`config.mk`:
```
export PLATFORM = sky130hd
export DESIGN_NAME = bit_deserializer
export DESIGN_NICKNAME = d
export VERILOG_FILES = /design/src/rtl/bit_deserializer.sv
export SDC_FILE = /design/constraint.sdc
export NUM_CORES = 1
export LEC_CHECK = 0
export ABC_AREA = 1
export BUFFER_PORTS_ARGS = -buffer_cell sky130_fd_sc_hd__buf_2
export CAP_MARGIN = 20
export CELL_PAD_IN_SITES_DETAIL_PLACEMENT = 1
export CELL_PAD_IN_SITES_GLOBAL_PLACEMENT = 1
export CORE_UTILIZATION = 44
export CTS_BUF_LIST = sky130_fd_sc_hd__clkbuf_4
export CTS_CLUSTER_DIAMETER = 40
export DETAILED_ROUTE_END_ITERATION = 8
export PLACE_DENSITY = 0.87
export SYNTH_ARGS = -nofsm -noshare
export SYNTH_HDL_FRONTEND = slang
export SYNTH_SLANG_ARGS = --single-unit
```
`constraint.sdc`:
```
create_clock -name clk -period 3.8 [get_ports clk]
set_input_delay 0.76 -clock clk [delete_from_list [all_inputs] [get_ports clk]]
set_output_delay 0.76 -clock clk [all_outputs]
set_load 0.02 [all_outputs]
```
`src/rtl/bit_deserializer.sv`:
```
// Serial-to-parallel collector: gathers in_bit into WIDTH-bit words and holds one word on a valid/ready port.
// Optional parity frame bit enabled by defining BIT_DESERIALIZER_PARITY_CHECK_EN.
module bit_deserializer #(
  parameter int WIDTH     = 8,
  parameter int MSB_FIRST = 0,
  parameter int INVERT    = 0
) (
  input  logic             clk,
  input  logic             reset,
  input  logic             in_valid,
  input  logic             in_bit,
  input  logic             in_start,
  output logic             out_valid,
  input  logic             out_ready,
  output logic [WIDTH-1:0] out_data,
  output logic             overrun,
`ifdef BIT_DESERIALIZER_PARITY_CHECK_EN
  output logic             parity_err,
`endif
  output logic [1:0]       dbg_state
);

  localparam int CW = $clog2(WIDTH);
  localparam logic [CW-1:0] LAST = CW'(WIDTH - 1);

  typedef enum logic [1:0] {
    IDLE    = 2'd0,
    COLLECT = 2'd1
`ifdef BIT_DESERIALIZER_PARITY_CHECK_EN
    , PARITY = 2'd2
`endif
  } state_t;

  state_t           r_state;
  state_t           w_state_next;
  logic [CW-1:0]    r_cnt;
  logic [CW-1:0]    w_cnt_next;
  logic [CW-1:0]    w_idx;
  logic [CW-1:0]    w_pos;
  logic [WIDTH-1:0] r_sr;
  logic [WIDTH-1:0] w_sr_next;
  logic             w_complete;
  logic             w_in_parity;
  logic             w_load;
  logic             w_drop;
`ifdef BIT_DESERIALIZER_PARITY_CHECK_EN
  logic             w_par_fail;
  assign w_in_parity = (r_state == PARITY);
`else
  assign w_in_parity = 1'b0;
`endif

  // in_start forces the current bit to be bit 0 of a fresh word.
  always_comb begin
    w_state_next = r_state;
    w_cnt_next   = r_cnt;
    w_sr_next    = r_sr;
    w_complete   = 1'b0;
    w_idx        = in_start ? '0 : r_cnt;
    w_pos        = (MSB_FIRST != 0) ? (LAST - w_idx) : w_idx;
`ifdef BIT_DESERIALIZER_PARITY_CHECK_EN
    w_par_fail   = 1'b0;
`endif
    if (in_valid && (in_start || !w_in_parity)) begin
      w_sr_next[w_pos] = in_bit;
      if (w_idx == LAST) begin
        w_cnt_next = '0;
`ifdef BIT_DESERIALIZER_PARITY_CHECK_EN
        w_state_next = PARITY;
`else
        w_state_next = IDLE;
        w_complete   = 1'b1;
`endif
      end else begin
        w_cnt_next   = w_idx + CW'(1);
        w_state_next = COLLECT;
      end
    end
`ifdef BIT_DESERIALIZER_PARITY_CHECK_EN
    else if (in_valid) begin
      // Even parity: the parity bit equals the XOR of the raw data bits.
      w_cnt_next   = '0;
      w_state_next = IDLE;
      if (in_bit == ^r_sr) w_complete = 1'b1;
      else                 w_par_fail = 1'b1;
    end
`endif
    else if (in_start) begin
      w_cnt_next   = '0;
      w_state_next = IDLE;
    end
  end

  // A completed word loads when the output slot is empty or draining this cycle.
  assign w_load = w_complete && (!out_valid || out_ready);
  assign w_drop = w_complete && out_valid && !out_ready;

  always_ff @(posedge clk) begin
    if (reset) begin
      r_state   <= IDLE;
      r_cnt     <= '0;
      r_sr      <= '0;
      out_valid <= 1'b0;
      out_data  <= '0;
      overrun   <= 1'b0;
`ifdef BIT_DESERIALIZER_PARITY_CHECK_EN
      parity_err <= 1'b0;
`endif
    end else begin
      r_state <= w_state_next;
      r_cnt   <= w_cnt_next;
      r_sr    <= w_sr_next;
      if (w_load) begin
        out_valid <= 1'b1;
        out_data  <= (INVERT != 0) ? ~w_sr_next : w_sr_next;
      end else if (out_ready) begin
        out_valid <= 1'b0;
      end
      if (w_drop) overrun <= 1'b1;
`ifdef BIT_DESERIALIZER_PARITY_CHECK_EN
      parity_err <= w_par_fail;
`endif
    end
  end

  assign dbg_state = r_state;

endmodule

```
* After elaboration in Yosys (flattened, before gate mapping)
Cells that the tools add are included.
** Storage, ports and cells
- Register bits after elaboration :: 23
- Latch bits :: 0
- Bits in writable memories :: 0
- Memory bits (read-only) :: 0
- Memories kept :: 0
** Cells by class
- $add $sub $neg :: 1
- $mul :: 0
- Div/mod/pow operators :: 0
- $lt $le $gt $ge :: 2
- Eq/ne operators :: 1
- Shifts and indexed selects :: 0
- Mux-type cells :: 14
- Bitwise gates (word level) :: 0
- Reduce and logical (&&, ||, !) cells :: 9
** Operator list (number)
- 3-bit two-way mux :: 3
- 8-bit bitwise mux :: 1
- 8-bit two-way mux :: 1
- 1-bit two-way mux :: 6
- 1-bit logical AND :: 4
- 3-bit by 4-bit < comparator with 1-bit output (second input constant) :: 1
- 2-bit two-way mux :: 2
- 2-bit nonzero test :: 2
- 3-bit by 1-bit adder with 3-bit output (second input constant) :: 1
- 1-bit demux with 3-bit select :: 1
- 3-bit == test (second input constant) :: 1
- 3-bit by 1-bit greater-or-equal comparator with 1-bit output (second input constant) :: 1
- 1-bit logical NOT :: 2
- 1-bit logical OR :: 1

* Logic depth before layout (Yosys ltp)
Gate-level depths: netlist of run 1.
- Word-level depth :: 7
- Depth in mapped cells :: 9
- Depth with buffers taken out :: 8

* Worst setup path before layout of run 1
No wires, ideal clock.
- Kind :: input -> register
- Start :: input port in_start
- End :: register out_data[5]
- Library setup time :: 0.066 ns
- Data arrival time :: 1.704 ns
- Data required time :: 3.734 ns
- Path slack :: 2.030 ns
- Stages :: 9
- Path buffers :: 1
- Cells stage by stage :: inv_2 > nand2_1 > nor2_1 > ha_1 > nand2_2 > nor2_8 > buf_12 > o21ai_2 > a21oi_2
** Between the ends
- Cells in the longest elaborated chain, start to end :: 7
- Elaborated cells between the ends (all ways) :: 12
** RTL lines
- from (decl) :: RTL line 12 : input logic in_start,
- 3-bit two-way mux *
- 3-bit by 4-bit < comparator with 1-bit output (implied by the code) / 3-bit by 1-bit greater-or-equal comparator with 1-bit output (equally long branches) :: RTL line 65 : w_sr_next[w_pos] = in_bit;
- 1-bit logical AND (implied by the code) :: RTL line 65
- 1-bit two-way mux (implied by the code) :: RTL line 65
- 1-bit demux with 3-bit select :: RTL line 65
- 8-bit bitwise mux :: RTL line 65
- 8-bit two-way mux :: RTL line 64 : if (in_valid && (in_start || !w_in_parity)) begin
- to (signal assigned) :: RTL line 115 : out_data <= (INVERT != 0) ? ~w_sr_next : w_sr_next;
- to (decl) :: RTL line 15 : output logic [WIDTH-1:0] out_data,
Every way passes the cells marked *; elsewhere a longest branch is shown, timed or not.
A chain may end at the register's enable or synchronous reset.

* Final worst setup path of run 1
- Start :: input port in_start
- End :: register out_data[4]
The elaborated chain is that of the path after synthesis.

==> flow_summary.toml, run 1 <==
[cts]
holdBufCountCts = 0
post_cts_resized = 0
cts_root_buf = "clkbuf_4"
cts_buffers = 3
cts_setup_buffers = 0
cts_tree = "yes"
clkTransAtPathRegs_ns = 0.12
clk_path_buf_depth = 2
clkLatencyLatePin_ns = 0.32
cts_sinks = 22
cts_max_level = 1

[timing]
finClkSkew_ns = 0.005128
holdWs_ns = 0.4833
min_period_over_period_pct = 46.59
hold_viol = 0
period_minus_slack_ns = 1.770
clock.fmax_ghz = 0.5649
rsz0062_at_grt = "false"
final-max-slew-violation-count = 0
finalSetupViolations = 0
setup_tns_ns = 0

[worst_setup_path]
cp.buffers_inverters = 2
cp_cell_sequence = "buf_2 -> inv_2 -> nand2_1 -> nor2_1 -> ha_1 -> nand2_2 -> nor2_8 -> o21ai_0 -> a21oi_2"
end_kind = "register"
cp_top_family = "simple AND/OR/NAND/NOR gates"
required_ns = 4.06
max_stage_delay_ns = 0.27
startpoint_type = "primary input"
critical_path_class = "in2reg"
path_max_fanout = 16
crit_path_top_delay_cell = "nor2_8"
arrival_ns = 2.03

[cells_and_area]
diodes = 0
final_cells = 168
fin_area_um2 = 1079
area_growth_pct = 10.65
drive_above_1_share_pct = 26.24
nets = 149

[synth]
yosysUniqueCellTypes = 24
synth.most_common_cell = "nand2_1"
netlist_area_um2 = 974.7
synth_seq_cells = 22
ys.flop_type = "dfxtp_1"
ys_top_cells_by_count = "nand2_1, dfxtp_1, inv_1"
synth_top_area_share_pct = 45.19
synthArstFlopShare_pct = 0
synth_top_cell_by_area = "dfxtp_1"
synth_cells = 125
synth_nets = 132
synth_edf_count = 0
synth_area_leaders = "dfxtp_1, nand2_1, inv_1"
ys_warn_count = 0
ys_seq_area_share_pct = 45.19
postSynthAreaPerCell_um2 = 7.797

[drt]
drc = 0
first_iter_violations = 5
postRouteAntennaNets = 0
finalWirelength_um = 2210
drt-vias-per-instance = 5.250
vias = 882
wl_per_cell_um = 13.15
drtPass1Iterations = 4

[run]
drv_cap = 0

[floorplanning]
start_util_pct = 48.21
die_y_um = 49.07
ios = 18
die_x_um = 49.07
core_um2 = 2022
die_area_um2 = 2407
rows = 16

[pwr]
ir_drop_mv = 0.1895
power.leakage_nw = 0.4962
power.density_nw_per_um2 = 352.8

[outcome]
outcome = "completed"

[global_route]
grt_max_degree = 17
globalRouteTotalUtil_pct = 21.05
grt_pass1_wl_um = 3891
antenna_found_initial = 0
overflow = 0
grt_pass1_vias = 949

[placement]
placedCellCount = 164
portBuffers = 16
dp_hpwl_um = 1644
place_congestion = 0.7485
post_dp_cell_area_um2 = 1052

[hold_path]
hold_path_class = "reg2reg"
[cell type report]
type	instances	area [µm²]
clock inverters	1	3.754
multi-input cells	82	434.2
flip-flops and latches	22	440.4
well taps	27	33.78
inverters	17	63.81
repair buffers	16	80.08
clock buffers	3	22.52
fillers	275	943.4
[power by group]
part	switching, mW	leakage [nW]	total [mW]	internal, mW
clock	0.0742	0.0154	0.113	0.0385
combinational	0.0216	0.302	0.0300	0.00849
sequential	0.00299	0.178	0.238	0.235
total	0.0988	0.496	0.380	0.282
[path summary, 6_finish.rpt]
kind | from | end | depth (start not counted) | slack (ns)
min | overrun | overrun | 2 | 0.48
max reg2reg | r_cnt[1] | out_data[4] | 7 | 2.25
max | in_start | out_data[4] | 9 | 2.03
min reg2reg | overrun | overrun | 2 | 0.48
[placed cells by master (no fill, tap or decap)]
cell type and count:
nand3_1 9, nand2_2 1, dfxtp_1 22, buf_2 16, conb_1 1, nor2_8 1
o21ai_1 2, inv_1 13, nand3_2 1, nor2_2 3, inv_2 4, a21oi_4 1
ha_1 1, nand2_1 26, a21oi_1 8, o21ai_2 2, o21bai_1 1, nor2_1 12
nor3_1 1, clkbuf_4 3, clkinv_1 1, o21ai_0 7, a21oi_2 5
[stage by stage]
step / power [mW] / util, % / setup WS [ns]
5_1_grt: 0.3948 / 53.34 / 1.889
3_3_place_gp: 0.2713 / 52.04 / 1.778
6_report: 0.3805 / 53.34 / 2.030
2_1_floorplan: 0.2637 / - / 2.030
3_5_place_dp: 0.2728 / 52.04 / 1.711
4_1_cts: 0.3798 / 53.34 / 2.004
[sequential cells by signal, indices dropped and copies added (netlist names)]
name / cells
dbg_state: 1
out_data: 8
r_cnt: 3
r_sr: 8
out_valid: 1
overrun: 1
[worst reg2reg max path, stage by stage (launching register included)]
cell and delay (ns):
dfxtp_1 0.45, inv_1 0.09, nor2_1 0.14, ha_1 0.17, nand2_2 0.10, nor2_8 0.27, o21ai_0 0.15, a21oi_2 0.12
[cell families after synthesis]
| logic type | count (synthesis) | synth area share (%) |
|---|---|---|
| and+or+nand+nor | 54 | 25.42 |
| AOI/OAI and AO/OA | 26 | 17.46 |
| DFF | 22 | 45.19 |
| buffers and inverters | 21 | 10.27 |
| adders and majority gates | 1 | 1.283 |
| other | 1 | 0.3847 |
[per-layer routing]
metal  share of wire (%)  vias up  global-route usage [%]
li1                    -      428                       -
met5                   0        -                       0
met1                  40      430                   21.75
met4                 1.6        0                   10.29
met2                  55       18                   39.73
met3                 3.8        6                   4.050
No activity file was read; power rests on OpenSTA's default activity.
==> run 2: changes to the inputs <==
--- a/config.mk
+++ b/config.mk
@@ -10,11 +10,11 @@
 export CAP_MARGIN = 20
 export CELL_PAD_IN_SITES_DETAIL_PLACEMENT = 1
 export CELL_PAD_IN_SITES_GLOBAL_PLACEMENT = 1
-export CORE_UTILIZATION = 44
+export CORE_UTILIZATION = 41
 export CTS_BUF_LIST = sky130_fd_sc_hd__clkbuf_4
 export CTS_CLUSTER_DIAMETER = 40
 export DETAILED_ROUTE_END_ITERATION = 8
-export PLACE_DENSITY = 0.87
+export PLACE_DENSITY = 0.82
 export SYNTH_ARGS = -nofsm -noshare
 export SYNTH_HDL_FRONTEND = slang
 export SYNTH_SLANG_ARGS = --single-unit
==> constraint.sdc (replaced) <==
create_clock -name clk -period 1.78 [get_ports clk]
set_input_delay 0.356 -clock clk [delete_from_list [all_inputs] [get_ports clk]]
set_output_delay 0.356 -clock clk [all_outputs]
set_load 0.02 [all_outputs]
==> flow_summary.toml, run 2 (synthesis gave the netlist of run 1 again) <==
[outcome]
outcome = "completed"

[worst_setup_path]
startpoint_type = "register"
required_ns = 2.02
r2r_slack_ns = 0.22
r2r-start = "r_cnt[0]"
end_kind = "register"
r2r-end = "out_data[4]"
critical_path_class = "reg2reg"
r2r_cells = 7
arrival_ns = 1.80
path_max_fanout = 16

[cells_and_area]
top_regs = "out_data x8, r_sr x8, r_cnt x3"
diodes = 0
layout_commonest_cell = "nand2_1"
final_util_pct = 48.35
nets = 149
drive_above_1_share_pct = 26.24
area_growth_pct = 10.78
final_cell_mix = "nand2_1, dfxtp_1, buf_2"

[timing]
rsz0062_at_grt = "false"
final-max-slew-violation-count = 0
hold_viol = 0
clock.fmax_ghz = 0.6392
finClkSkew_ns = 0.007015
min_period_over_period_pct = 87.89
setup_tns_ns = 0
finalSetupViolations = 0
holdWs_ns = 0.3815
period_minus_slack_ns = 1.564

[drt]
drtPass1Iterations = 2
first_iter_violations = 8
drt-vias-per-instance = 4.994
vias = 844
finalWirelength_um = 2025
wl_per_cell_um = 11.98
postRouteAntennaNets = 0
drc = 0

[global_route]
overflow = 0
antenna_found_initial = 0
globalRouteTotalUtil_pct = 18.78
grt_pass1_wl_um = 3532
grt_pass1_vias = 821
grt_max_degree = 17

[floorplanning]
die_area_um2 = 2576
rows = 17
start_util_pct = 43.64
die_x_um = 50.76
ios = 18
die_y_um = 50.76
core_um2 = 2233

[pwr]
power.density_nw_per_um2 = 738.0
power.leakage_nw = 0.4962
finalPower_uw = 796.9
ir_drop_mv = 0.4440

[cts]
cts_max_level = 1
clk_path_buf_depth = 2
clkTransAtPathRegs_ns = 0.12
clkLatencyLatePin_ns = 0.30
cts_buffers = 3
cts_setup_buffers = 0
cts_root_buf = "clkbuf_4"
cts_sinks = 22
cts_tree = "yes"
post_cts_resized = 0
holdBufCountCts = 0

[hold_path]
hold_path_class = "in2reg"
min_from = "out_ready"
holdPathEnd = "out_valid"
hold_depth = 4

[placement]
portBuffers = 16
place_congestion = 0.6985
dp_hpwl_um = 1528

[run]
drv_cap = 0
[run 2: cell counts in the layout (fill, tap and decap cells not counted)]
No cell type changed its count.
[run 2: worst max-delay path by stage]
stage                     cells after the start     start     endpoint  slack [ns]
after floorplan                               9  in_start  out_data[5]        0.41
after global placement                        9  in_start  out_data[0]        0.14
after detailed placement                      9  in_start  out_data[4]        0.04
after CTS                                     7  r_cnt[0]  out_data[4]        0.19
after global routing                          7  r_cnt[0]  out_data[4]        0.08
final                                         7  r_cnt[0]  out_data[4]        0.22
[run 2: metal layers]
layer,global-route usage (%),share of wire [%],up-vias
li1,-,-,428
met1,20.83,45,398
met2,34.89,51,13
met3,3.636,2.8,5
met4,6.944,1.4,0
met5,0,0,-
[run 2: layout make-up]
class	instances	area, µm²
multi-input combinational	82	434.2
inverter	17	63.81
tap	28	35.03
timing repair buffer	16	80.08
fill	292	1154
clock inverter	1	3.754
sequential	22	440.4
clock buffer	3	22.52
[run 2: report_power, final]
part | internal, mW | total, mW | switching (mW) | leakage, nW
Sequential | 0.501 | 0.507 | 0.00655 | 0.178
Combinational | 0.0181 | 0.0634 | 0.0453 | 0.302
Clock | 0.0817 | 0.226 | 0.144 | 0.0154
Total | 0.601 | 0.797 | 0.196 | 0.496
[run 2: critical path: stages, from the launching register on]
cell and delay [ns]:
dfxtp_1 0.45, nand2_1 0.10, nor2_1 0.12, ha_1 0.17, nand2_2 0.10, nor2_8 0.27, o21ai_0 0.14, a21oi_2 0.13
[run 2: stage by stage]
stage	std cells	instance area (µm²)	worst slack [ns]
global route	169	1080	0.07972
floorplan	125	974.7	0.4144
detailed placement	165	1054	0.04449
global placement	165	1054	0.1395
CTS	169	1080	0.1865
finish	169	1080	0.2156
